--- src/rtl/tx_port_arbiter.sv ---
// tx_port_arbiter: merges frames from a forwarder FIFO and a host FIFO onto one
// XGMII TX stream. Whole frames are granted round-robin, a fixed idle gap follows
// every terminate, and a frame whose source runs dry is aborted with an error word.
module tx_port_arbiter #(
  parameter int unsigned IFG_WORDS = 2
) (
  input  logic        sys_clk,
  input  logic        sys_rst,
  input  logic [71:0] fwd_dout,
  input  logic        fwd_empty,
  output logic        fwd_rd_en,
  input  logic [71:0] host_dout,
  input  logic        host_empty,
  output logic        host_rd_en,
  output logic [71:0] xgmii_tx,
  output logic [31:0] frame_cnt_fwd,
  output logic [31:0] frame_cnt_host,
  output logic [15:0] underrun_cnt
);

  localparam logic [71:0] IDLE_WORD = {8'hFF, 64'h0707070707070707};
  localparam logic [71:0] ERR_WORD  = {8'hFF, 64'hFEFEFEFEFEFEFEFE};
  // The gap counter runs IFG_WORDS-1 down to 0; the last IFG cycle doubles as an
  // arbitration slot so back-to-back frames see exactly IFG_WORDS idles.
  localparam logic [3:0]  IFG_LOAD  = 4'(IFG_WORDS - 1);

  typedef enum logic [1:0] {
    ST_IDLE  = 2'd0,
    ST_TX    = 2'd1,
    ST_IFG   = 2'd2,
    ST_DRAIN = 2'd3
  } state_e;

  state_e      state_q, state_d;
  logic        sel_host_q, sel_host_d;   // source owning the current frame
  logic        last_host_q, last_host_d; // source granted most recently
  logic [3:0]  ifg_cnt_q, ifg_cnt_d;
  logic [71:0] xgmii_q, xgmii_d;
  logic [31:0] cnt_fwd_q, cnt_fwd_d;
  logic [31:0] cnt_host_q, cnt_host_d;
  logic [15:0] urun_q, urun_d;

  logic        fwd_start, host_start;
  logic        arb_slot, grant_valid, grant_host;
  logic [71:0] src_dout;
  logic        src_empty, src_term;
  logic        src_pop, fwd_drop, host_drop;

  function automatic logic is_start(input logic [71:0] w);
    return w[64] && (w[7:0] == 8'hFB);
  endfunction

  function automatic logic is_term(input logic [71:0] w);
    logic hit;
    hit = 1'b0;
    for (int i = 0; i < 8; i++) begin
      if (w[64+i] && (w[8*i +: 8] == 8'hFD)) hit = 1'b1;
    end
    return hit;
  endfunction

  // Source qualification, round-robin pick and granted-source mux
  always_comb begin
    fwd_start   = !fwd_empty && is_start(fwd_dout);
    host_start  = !host_empty && is_start(host_dout);
    arb_slot    = (state_q == ST_IDLE) || ((state_q == ST_IFG) && (ifg_cnt_q == 4'd0));
    grant_valid = arb_slot && (fwd_start || host_start);
    if (fwd_start && host_start) grant_host = !last_host_q;
    else                         grant_host = host_start;
    src_dout    = sel_host_q ? host_dout : fwd_dout;
    src_empty   = sel_host_q ? host_empty : fwd_empty;
    src_term    = is_term(src_dout);
  end

  // State register
  always_ff @(posedge sys_clk or negedge sys_rst) begin
    if (!sys_rst) state_q <= ST_IDLE;
    else          state_q <= state_d;
  end

  // Next-state and grant bookkeeping
  always_comb begin
    state_d     = state_q;
    sel_host_d  = sel_host_q;
    last_host_d = last_host_q;
    ifg_cnt_d   = ifg_cnt_q;
    case (state_q)
      ST_IDLE: begin
        if (grant_valid) begin
          state_d     = ST_TX;
          sel_host_d  = grant_host;
          last_host_d = grant_host;
        end
      end
      ST_TX: begin
        if (src_empty) begin
          state_d = ST_DRAIN;
        end else if (src_term) begin
          state_d   = ST_IFG;
          ifg_cnt_d = IFG_LOAD;
        end
      end
      ST_DRAIN: begin
        if (!src_empty && src_term) begin
          state_d   = ST_IFG;
          ifg_cnt_d = IFG_LOAD;
        end
      end
      ST_IFG: begin
        if (ifg_cnt_q != 4'd0) begin
          ifg_cnt_d = ifg_cnt_q - 4'd1;
        end else if (grant_valid) begin
          state_d     = ST_TX;
          sel_host_d  = grant_host;
          last_host_d = grant_host;
        end else begin
          state_d = ST_IDLE;
        end
      end
      default: state_d = ST_IDLE;
    endcase
  end

  // Output word, FIFO pops and counter updates
  always_comb begin
    xgmii_d    = IDLE_WORD;
    cnt_fwd_d  = cnt_fwd_q;
    cnt_host_d = cnt_host_q;
    urun_d     = urun_q;
    src_pop    = 1'b0;
    fwd_drop   = 1'b0;
    host_drop  = 1'b0;
    case (state_q)
      ST_TX: begin
        if (src_empty) begin
          xgmii_d = ERR_WORD;
          urun_d  = urun_q + 16'd1;
        end else begin
          xgmii_d = src_dout;
          src_pop = 1'b1;
          if (src_term) begin
            if (sel_host_q) cnt_host_d = cnt_host_q + 32'd1;
            else            cnt_fwd_d  = cnt_fwd_q + 32'd1;
          end
        end
      end
      ST_DRAIN: src_pop = !src_empty;
      default: ;
    endcase
    // Outside a frame, anything that is not a start word is stale and dropped
    if (arb_slot) begin
      fwd_drop  = !fwd_empty && !is_start(fwd_dout);
      host_drop = !host_empty && !is_start(host_dout);
    end
    fwd_rd_en  = sys_rst && (fwd_drop || (src_pop && !sel_host_q));
    host_rd_en = sys_rst && (host_drop || (src_pop && sel_host_q));
  end

  // Datapath and counter registers
  always_ff @(posedge sys_clk or negedge sys_rst) begin
    if (!sys_rst) begin
      sel_host_q  <= 1'b0;
      last_host_q <= 1'b1;
      ifg_cnt_q   <= 4'd0;
      xgmii_q     <= IDLE_WORD;
      cnt_fwd_q   <= 32'd0;
      cnt_host_q  <= 32'd0;
      urun_q      <= 16'd0;
    end else begin
      sel_host_q  <= sel_host_d;
      last_host_q <= last_host_d;
      ifg_cnt_q   <= ifg_cnt_d;
      xgmii_q     <= xgmii_d;
      cnt_fwd_q   <= cnt_fwd_d;
      cnt_host_q  <= cnt_host_d;
      urun_q      <= urun_d;
    end
  end

  assign xgmii_tx       = xgmii_q;
  assign frame_cnt_fwd  = cnt_fwd_q;
  assign frame_cnt_host = cnt_host_q;
  assign underrun_cnt   = urun_q;

endmodule

--- config.mk ---
export PLATFORM = sky130hd
export DESIGN_NAME = tx_port_arbiter
export DESIGN_NICKNAME = d
export VERILOG_FILES = /design/src/rtl/tx_port_arbiter.sv
export SDC_FILE = /design/constraint.sdc
export NUM_CORES = 1
export LEC_CHECK = 0
export BUFFER_PORTS_ARGS = -buffer_cell sky130_fd_sc_hd__buf_2
export CAP_MARGIN = 40
export CORE_MARGIN = 1.5
export CORE_UTILIZATION = 50
export DETAILED_ROUTE_END_ITERATION = 16
export MAX_ROUTING_LAYER = met4
export PLACE_DENSITY_LB_ADDON = 0.15
export SKIP_LAST_GASP = 1
export SYNTH_ARGS = -nofsm -noshare
export SYNTH_HDL_FRONTEND = slang
export SYNTH_SLANG_ARGS = --single-unit
--- constraint.sdc ---
create_clock -name sys_clk -period 2.55 [get_ports sys_clk]
set_input_delay 0 -clock sys_clk [delete_from_list [all_inputs] [get_ports sys_clk]]
set_output_delay 0 -clock sys_clk [all_outputs]
set_load 0.1 [all_outputs]
# After elaboration in Yosys (flattened, before gate mapping)
# Index checks and enable logic that the tools add are counted.
# word_totals
mem_bits_rw	0
latchBits	0
n_memories	0
inputBits	148
register_bits	160
out_inout_bits	154
word_cells	113
mem_bits_ro	0
# op_classes
n_div	0
eq_ne	20
n_mul	0
bitwise_logic	2
n_lt_le_gt_ge	0
n_reduce_logical	44
muxes	35
addsub	4
n_shift	0
# ops
operator	n
72-bit two-way mux	3
8-bit equality test (second input constant)	10
32-bit by 1-bit adder with 32-bit output (second input constant)	2
1-bit logical AND	22
1-bit two-way mux	18
16-bit by 1-bit adder with 16-bit output (second input constant)	1
4-bit two-way mux	4
4-bit case mux with 3 select lines	1
4-bit AND reduction	3
2-bit two-way mux	5
2-bit != test (second input constant)	5
2-bit case mux with 4 select lines	1
1-bit zero test	7
1-bit case mux with 2 select lines	3
5-bit AND reduction	1
2-bit equality test (second input constant)	2
4-bit zero test	1
1-bit logical OR	4
2-bit AND reduction	2
4-bit nonzero test	1
4-bit by 1-bit subtractor with 4-bit output (second input constant)	1
3-bit != test (second input constant)	1
3-bit nonzero test	1
2-bit by 1-bit equality test with 1-bit output (second input constant)	1
4 further kinds	5

# Depth between registers and ports, before layout
# Gate-level depths: netlist of run 1.
# depth
depth_word	14
mapped_depth	11
mapped_depth_nobuf	7

# Worst setup path after synthesis of run 1
# OpenSTA, ideal clock, no wires.
# synth_path
kind	register -> output
startpoint	reg sel_host_q
endpoint	out host_rd_en
arrival_ps	3601
path_slack_ps	-1051
path_stages_with_launch	7
t_required_ps	2550
path_cell_list	dfrtp_1 > buf_6 > buf_6 > buf_4 > clkbuf_1 > a22oi_1 > nor3b_1
# synth_via
elab_chain_len	6
elab_cells_between_ends	7
classes_between	mux (3); reduce/logical (4)
# synth_lines
item	line_no	source
from (decl)	35	logic sel_host_q, sel_host_d;
from (signal assigned)	170	sel_host_q <= sel_host_d;
1-bit two-way mux	71	src_empty = sel_host_q ? host_empty : fwd_empty;
1-bit two-way mux or 1-bit zero test (tied branches)	135, 147	
1-bit case mux with 2 select lines	133	case (state_q)
1-bit logical AND *	156	host_rd_en = sys_rst && (host_drop || (src_pop && sel_host_q));
1-bit logical OR *	156	
1-bit logical AND *	156	
to (decl)	14	output logic host_rd_en,
# Mark *: on every way between the ends. The rest lies on a longest branch, timed or not.

# Final worst setup path of run 1
# layout_path
startpoint	reg sel_host_q
endpoint	reg cnt_host_q[11], in the netlist frame_cnt_host[11]
# layout_via
elab_chain_len	12
elab_cells_between_ends	28
classes_between	eq/ne (8); mux (10); bitwise (1); reduce/logical (9)
# layout_lines
item	line_no	source
72-bit two-way mux	70	src_dout = sel_host_q ? host_dout : fwd_dout;
8-bit equality test	57	if (w[64+i] && (w[8*i +: 8] == 8'hFD)) hit = 1'b1;
1-bit logical AND	57	
1-bit two-way mux (8 in series)	57	
4-bit AND reduction (no source line) *	--	
to (signal assigned)	175	cnt_host_q <= cnt_host_d;
to (decl)	40	logic [31:0] cnt_host_q, cnt_host_d;
# Marked as above.
# A chain may end at the register's enable or synchronous reset.

==> results of run 1 <==
[timing repair]
| action | CTS | global route |
|---|---|---|
| hold buffers | 143 | 0 |
| setup endpoints to repair | 16 | 62 |
| buffers inserted | 4 | 1 |
| pin swaps | 0 | 10 |
| gates cloned | 0 | 1 |
| hold endpoints to repair | 150 | 0 |
| resized for setup | 6 | 31 |
[Yosys cell counts (2+ instances only)]
master,count
dfrtp_1,127
xor2_1,62
mux2i_1,58
nand2_1,57
a21oi_1,49
nand3_1,45
dfstp_2,33
nand4_1,33
nor2_1,27
nor3_1,25
o21ai_0,24
clkbuf_1,21
nor4_2,15
xnor2_1,15
nor2b_1,13
and3_1,10
buf_2,9
nand2b_1,9
nor4b_1,8
and4_1,7
inv_1,7
a22oi_1,6
a31oi_1,5
buf_6,5
nand4b_1,5
ha_1,4
mux2_2,4
nor3b_1,4
nor4_1,4
or2_2,4
buf_4,3
nor4_4,3
a22o_1,2
o22ai_1,2
o2bb2ai_1,2
or2_1,2
or3_1,2
[metal layers]
metal	track usage, %	up-vias
met5	-	-
met4	19.4	0
li1	-	3539
met2	58.2	526
met1	41.5	3926
met3	7.86	158
[stage by stage]
step	instances	setup TNS [ns]	setup slack [ns]
2_1_floorplan	725	-0.0696	-0.0696
3_3_place_gp	1232	0	0.0151
3_5_place_dp	1233	-0.667	-0.0861
4_1_cts	1411	0	0.0328
5_1_grt	1415	-0.915	-0.113
6_report	1415	-0.0262	-0.0262
[report_power, final]
group	internal [mW]	switching [mW]
clock network	1.69	1.03
registers	2.68	0.0891
logic	0.522	1.26
total	4.89	2.37
[logic make-up (layout without fill, tap and decap cells)]
| kind of cell | count (synthesis) | count (layout) |
|---|---|---|
| adder cells (fa/ha/maj) | 4 | 4 |
| multiplexers | 62 | 62 |
| buffers and inverters | 46 | 522 |
| XOR/XNOR | 77 | 77 |
| AND/OR/NAND/NOR | 281 | 282 |
| other | 0 | 2 |
| flip-flops | 160 | 160 |
| AO/OA/AOI/OAI | 95 | 95 |
[critical path: cells and delay by family (launching register included)]
kind / cells / cell delay (ns)
and+or+nand+nor: 4 / 1.19
buffers and inverters: 2 / 0.34
AOI/OAI and AO/OA: 2 / 0.25
DFF: 1 / 0.53
xor gates and xnor gates: 1 / 0.18
[worst min path at each step]
stage / end / slack [ns] / cells after the start
6_report: xgmii_tx[20]$_DFF_PN0_ / 0.03 / 2
5_1_grt: xgmii_tx[20]$_DFF_PN0_ / 0.04 / 2
4_1_cts: xgmii_tx[29]$_DFF_PN0_ / 0.02 / 4
2_1_floorplan: frame_cnt_fwd[0]$_DFFE_PN0P_ / -0.30 / 0
3_5_place_dp: xgmii_tx[21]$_DFF_PN0_ / -0.1 / 1
3_3_place_gp: xgmii_tx[21]$_DFF_PN0_ / -0.1 / 1
[cell type report]
type,count,area (µm²)
Fill cell,957,3120
Multi-Input combinational cell,520,3840
Clock buffer,22,464
Clock inverter,9,158
Tap cell,211,264
Sequential cell,160,4050
Timing Repair Buffer,484,3330
Inverter,7,26.3
Antenna cell,2,5.00
[state kept, by name, indices dropped and copies added (netlist names)]
register	count
underrun_cnt	16
last_host_q	1
ifg_cnt_q	4
xgmii_tx	72
sel_host_q	1
frame_cnt_host	32
frame_cnt_fwd	32
state_q	2
==> run summary, run 1 <==
Status: complete, but fails checks
Failing checks: setup timing
Max clock buf depth: 2
CP max FO: 11
HP Class: in -> async
R2r endpoint: frame_cnt_host[11]$_DFFE_PN0P_
DIE AREA: 16500 µm²
Global Route Usage Sum: 35.8%
Pin count of the biggest net entering global routing: 66
Placement Cell Area: 9790 µm²
VDD IR max: 547 µV
P&R area growth vs syn: 54.4%
Die Ht: 128 µm
Max cap viols: 0
# setup viols final: 1
Worst setup path category: reg -> reg
Core Util, Final: 79.6%
Synth top area cells: dfrtp_1, dfstp_2, mux2i_1
DR WL met2: 14200 µm
Vias in the first global route: 8149
Post-synthesis adder-cell area fraction: 0.637%
Ys flop type: dfrtp_1
Via/cell ratio: 5.76
Fin. max-slew vios: 0
Asr flop ratio synth: 100%
Initial Util: 51.5%
Simple-Gate Fraction of Synth Area: 21.6%
Synthesized flop and latch total: 160
HPWL Detailed: 17500 µm
Worst-skew pair later-pin latency: 0.42 ns
Tcrit/Tclk final: 101%
Warnings from Yosys: 0
Highest routed layer: met4
Final Net Count: 1342
Min setup slack post-route: -0.0262 ns
CP max stage cell: dfrtp_4
Cell chain of the critical path: buf_4 > nand2b_1 > or3_1 > o21ai_2 > a31oi_4 > and4b_4 > buf_12 > nor4_2 > xor2_1
DR pass1 iterations: 6
RD Place Congestion: 0.888
Via count: 8149
Mean area per synthesized cell: 10.8 µm²
CTS sink cnt: 160
Port Buffers: 301
EDFF count, synth: 0
Synth Area in Compound Gates: 6.84%
First-pass GRT wire length: 43300 µm
Share of Yosys cell area claimed by the top area cell type: 40.4%
Setup crit start kind: flop
Final global-route overflow total: 0
Final ANT Viol Nets: 0
TritonCTS clock tree: yes
Worst-Margin Slew: 0.533 ns
Commonest cells after routing, fill and taps aside: buf_2, dlygate4sd3_1, dfrtp_1, xor2_1
Netlist cell types: 51
Leak: 6.12 nW
Routed length on met1: 11100 µm
Post-route cell area: 12100 µm²
Worst setup path startpoint: sel_host_q$_DFFE_PN0P_
Reg clk slew, reported paths: 0.06 ns
Die X: 128 µm
Syn Inst Count: 725
Wire per inst: 20.7 µm
CP endpoint: frame_cnt_host[11]$_DFFE_PN0P_
Most common cell after layout, fill and taps aside: buf_2
Syn Std Cell Area: 7860 µm²
Arr. time, crit path: 2.92 ns
Main combinational cell family by area after synthesis: simple AND/OR/NAND/NOR gates
Layout cells sized above 1: 38.7%
Core ar.: 15300 µm²
H-tree level count: 4
Root Buffer: clkbuf_16
DRT Wirelength: 29300 µm
Site Rows: 45
Tot Pwr: 7.26 mW
I/O Pins: 302
Initial antenna violation count: 2
Leading area contributor after synthesis: dfrtp_1
Xor/xnor share of the synthesized area: 8.58%
Flop-to-flop setup slack: -0.03 ns
DRT iter0 DRCs: 568
Drt drc: 0
FF-to-FF path depth: 9
PwrDens: 598 nW/µm²
CP Capture Type: flop
Min Tclk post-route: 2.58 ns
CP max stage delay: 0.53 ns
Required @ worst endpoint: 2.89 ns
Met3 routed WL: 2290 µm
Final Hold Fails: 0
Mux cell area share after synthesis: 7.96%
Worst r2r src: sel_host_q$_DFFE_PN0P_
Max_slew headroom: 64.7%
RSZ-0062 raised after global routing: yes
Max Clock Freq: 0.388 GHz
Num CTS Buffers: 17
Synthesized Nets: 877
Clk_skew: 0.0130 ns
Seq/Total Area, Yosys: 51.4%
Hold slack: 0.0285 ns
(Power assumes the default switching activity.)
==> run 2: changes to the inputs <==
--- a/config.mk
+++ b/config.mk
@@ -12,6 +12,7 @@
 export DETAILED_ROUTE_END_ITERATION = 16
 export MAX_ROUTING_LAYER = met4
 export PLACE_DENSITY_LB_ADDON = 0.15
+export SKIP_CTS_REPAIR_TIMING = 1
 export SKIP_LAST_GASP = 1
 export SYNTH_ARGS = -nofsm -noshare
 export SYNTH_HDL_FRONTEND = slang
==> run 2 against run 1 <==
The run ends with hold timing, setup timing left; largest cell class unchanged; critical path depth is 1 higher; sequential share of layout area is 0.22 points lower; highest routed layer unchanged; die area unchanged; worst setup slack worse by 0.045 ns; non-clock buffer count decreased by 2; largest power group unchanged; critical path type unchanged.
==> run summary, run 2 (same netlist as run 1, synthesis figures left out) <==
Via/cell ratio: 5.63 (-2.3%)
H-tree level count: 4 (unchanged)
Num CTS Buffers: 17 (unchanged)
CTS sink cnt: 160 (unchanged)
Status: complete, but fails checks
Wire per inst: 20.4 µm (-1.8%)
Die X: 128 µm (unchanged)
Worst setup path category: reg -> reg
Hold slack: -0.0606 ns (-0.0892 ns)
Worst-skew pair later-pin latency: 0.42 ns (about the same)
PwrDens: 593 nW/µm² (-0.93%)
Max_slew headroom: 64.4% (-0.33 points)
Placement Cell Area: 9790 µm² (unchanged)
Final global-route overflow total: 0 (unchanged)
Reg clk slew, reported paths: 0.06 ns (about the same)
FF-to-FF path depth: 10 (+1)
Endpoint, Worst Hold: xgmii_tx[3]$_DFF_PN0_
Worst-Margin Slew: 0.538 ns (+0.00491 ns)
Most common cell after layout, fill and taps aside: buf_2
Fin. max-slew vios: 0 (unchanged)
Tot Pwr: 7.24 mW (-0.28%)
Die Ht: 128 µm (unchanged)
TritonCTS clock tree: yes
CP max FO: 7 (-4)
Core ar.: 15300 µm² (unchanged)
Arr. time, crit path: 2.94 ns (+0.02 ns)
DIE AREA: 16500 µm² (unchanged)
Final cell count without fillers: 1414 (-0.071%)
Setup crit start kind: flop
Vias in the first global route: 6660 (-18%)
First-pass GRT wire length: 35800 µm (-17%)
Final Net Count: 1341 (-0.075%)
Min Tclk post-route: 2.62 ns (+0.0446 ns)
HPWL Detailed: 17500 µm (unchanged)
Min setup slack post-route: -0.0708 ns (-0.0446 ns)
Max Clock Freq: 0.382 GHz (-1.7%)
CP Capture Type: flop
Port Buffers: 301 (unchanged)
Max clock buf depth: 2 (unchanged)
RD Place Congestion: 0.888 (unchanged)
Pre-CTS setup slack: -0.0861 ns (unchanged)
Commonest cells after routing, fill and taps aside: buf_2, dlygate4sd3_1, dfrtp_1, xor2_1
Global Route Usage Sum: 29.4% (-6.4 points)
Initial antenna violation count: 1 (-1)
DRT Wirelength: 28800 µm (-1.9%)
VDD IR max: 546 µV (-0.25%)
Layout cells sized above 1: 39.6% (+0.86 points)
Final Hold Fails: 3 (+3)
R2r endpoint: frame_cnt_host[13]$_DFFE_PN0P_
Max reg flops: 72 (unchanged)
Via count: 7957 (-2.4%)
# setup viols final: 9 (+8)
Fillcell total: 947 (-1.0%)
Flop-to-flop setup slack: -0.07 ns (-0.04 ns)
DR pass1 iterations: 5 (-1)
HP Class: in -> reg
DRT iter0 DRCs: 585 (+3.0%)
Leak: 6.26 nW (+2.3%)
Failing checks: hold timing, setup timing
Pin count of the biggest net entering global routing: 66 (unchanged)
Max cap viols: 0 (unchanged)
Min-delay src: host_dout[3]
Post-route cell area: 12200 µm² (+0.66%)
Required @ worst endpoint: 2.87 ns (-0.02 ns)
P&R area growth vs syn: 55.4%
Clk_skew: 0.0118 ns (-0.00120 ns)
Root Buffer: clkbuf_16
Drt drc: 0 (unchanged)
I/O Pins: 302 (unchanged)
Initial Util: 51.5% (unchanged)
Site Rows: 45 (unchanged)
Tcrit/Tclk final: 103% (+1.7 points)
Post-placement cell count: 1233 (unchanged)
WHS Path Cells: 3
Worst r2r src: sel_host_q$_DFFE_PN0P_
Final ANT Viol Nets: 0 (unchanged)
RSZ-0062 raised after global routing: yes
run 2: cell count changes in the layout (fill, tap and decap cells not counted), moves of 2 or more:
cell | previous run | this run
dlygate4sd3_1 | 143 | 135
nor4_2 | 11 | 7
nor4_4 | 10 | 14
buf_6 | 5 | 8
nor4b_2 | 5 | 2
nor4b_4 | 3 | 6
buf_4 | 31 | 33
clkbuf_16 | 17 | 19
run 2: power by group:
| part | internal, mW | leakage (nW) | switching (mW) |
|---|---|---|---|
| Sequential | 2.68 | 2.09 | 0.0892 |
| Clock | 1.69 | 0.296 | 1.01 |
| Combinational | 0.518 | 3.88 | 1.25 |
run 2: how the worst max path moves through the flow:
| stage | start | slack (ns) | cells past startpoint | end |
|---|---|---|---|---|
| after floorplan | sel_host_q$_DFFE_PN0P_ | -0.07 | 6 | host_rd_en |
| after global placement | sel_host_q$_DFFE_PN0P_ | 0.02 | 9 | frame_cnt_host[29]$_DFFE_PN0P_ |
| after detailed placement | sel_host_q$_DFFE_PN0P_ | -0.09 | 9 | frame_cnt_host[15]$_DFFE_PN0P_ |
| after CTS | sel_host_q$_DFFE_PN0P_ | -0.1 | 9 | frame_cnt_host[15]$_DFFE_PN0P_ |
| after global routing | sel_host_q$_DFFE_PN0P_ | -0.15 | 10 | frame_cnt_host[13]$_DFFE_PN0P_ |
| final | sel_host_q$_DFFE_PN0P_ | -0.07 | 10 | frame_cnt_host[13]$_DFFE_PN0P_ |
run 2: metal layers:
| layer | share of wire, % | track usage, % |
|---|---|---|
| met5 | 0 | - |
| met3 | 7.8 | 7.07 |
| met4 | 4.7 | 7.67 |
| met2 | 49 | 46.6 |
| met1 | 39 | 38.2 |
run 2: per-stage QoR:
| step | util, % | hold slack (ns) | setup TNS, ns |
|---|---|---|---|
| 5_1_grt | 80.1 | 0.00142 | -3.78 |
| 4_1_cts | 68.3 | -0.541 | -0.723 |
| 3_5_place_dp | 64.2 | -0.0957 | -0.667 |
| 3_3_place_gp | 64.0 | -0.0976 | 0 |
| 2_1_floorplan | - | -0.296 | -0.0696 |
| 6_report | 80.1 | -0.0606 | -0.205 |
run 2: critical path, stage by stage (launching register included):
cell	delay [ns]
dfrtp_4	0.47
buf_6	0.14
buf_4	0.13
nor2b_1	0.20
a22oi_1	0.16
a221oi_2	0.32
a31oi_4	0.10
and4b_4	0.29
clkbuf_16	0.17
nor3_1	0.31
xor2_1	0.24
run 2: final cells by class:
cell class	instances	area, µm²	share of cell area (%)
multi-input combinational	521	3920	32.1
tap	211	264	2.16
inverter	7	26.3	0.215
clock buffer	22	464	3.80
timing repair buffer	482	3330	27.2
antenna	2	5.00	0.0410
sequential	160	4050	33.2
clock inverter	9	158	1.29
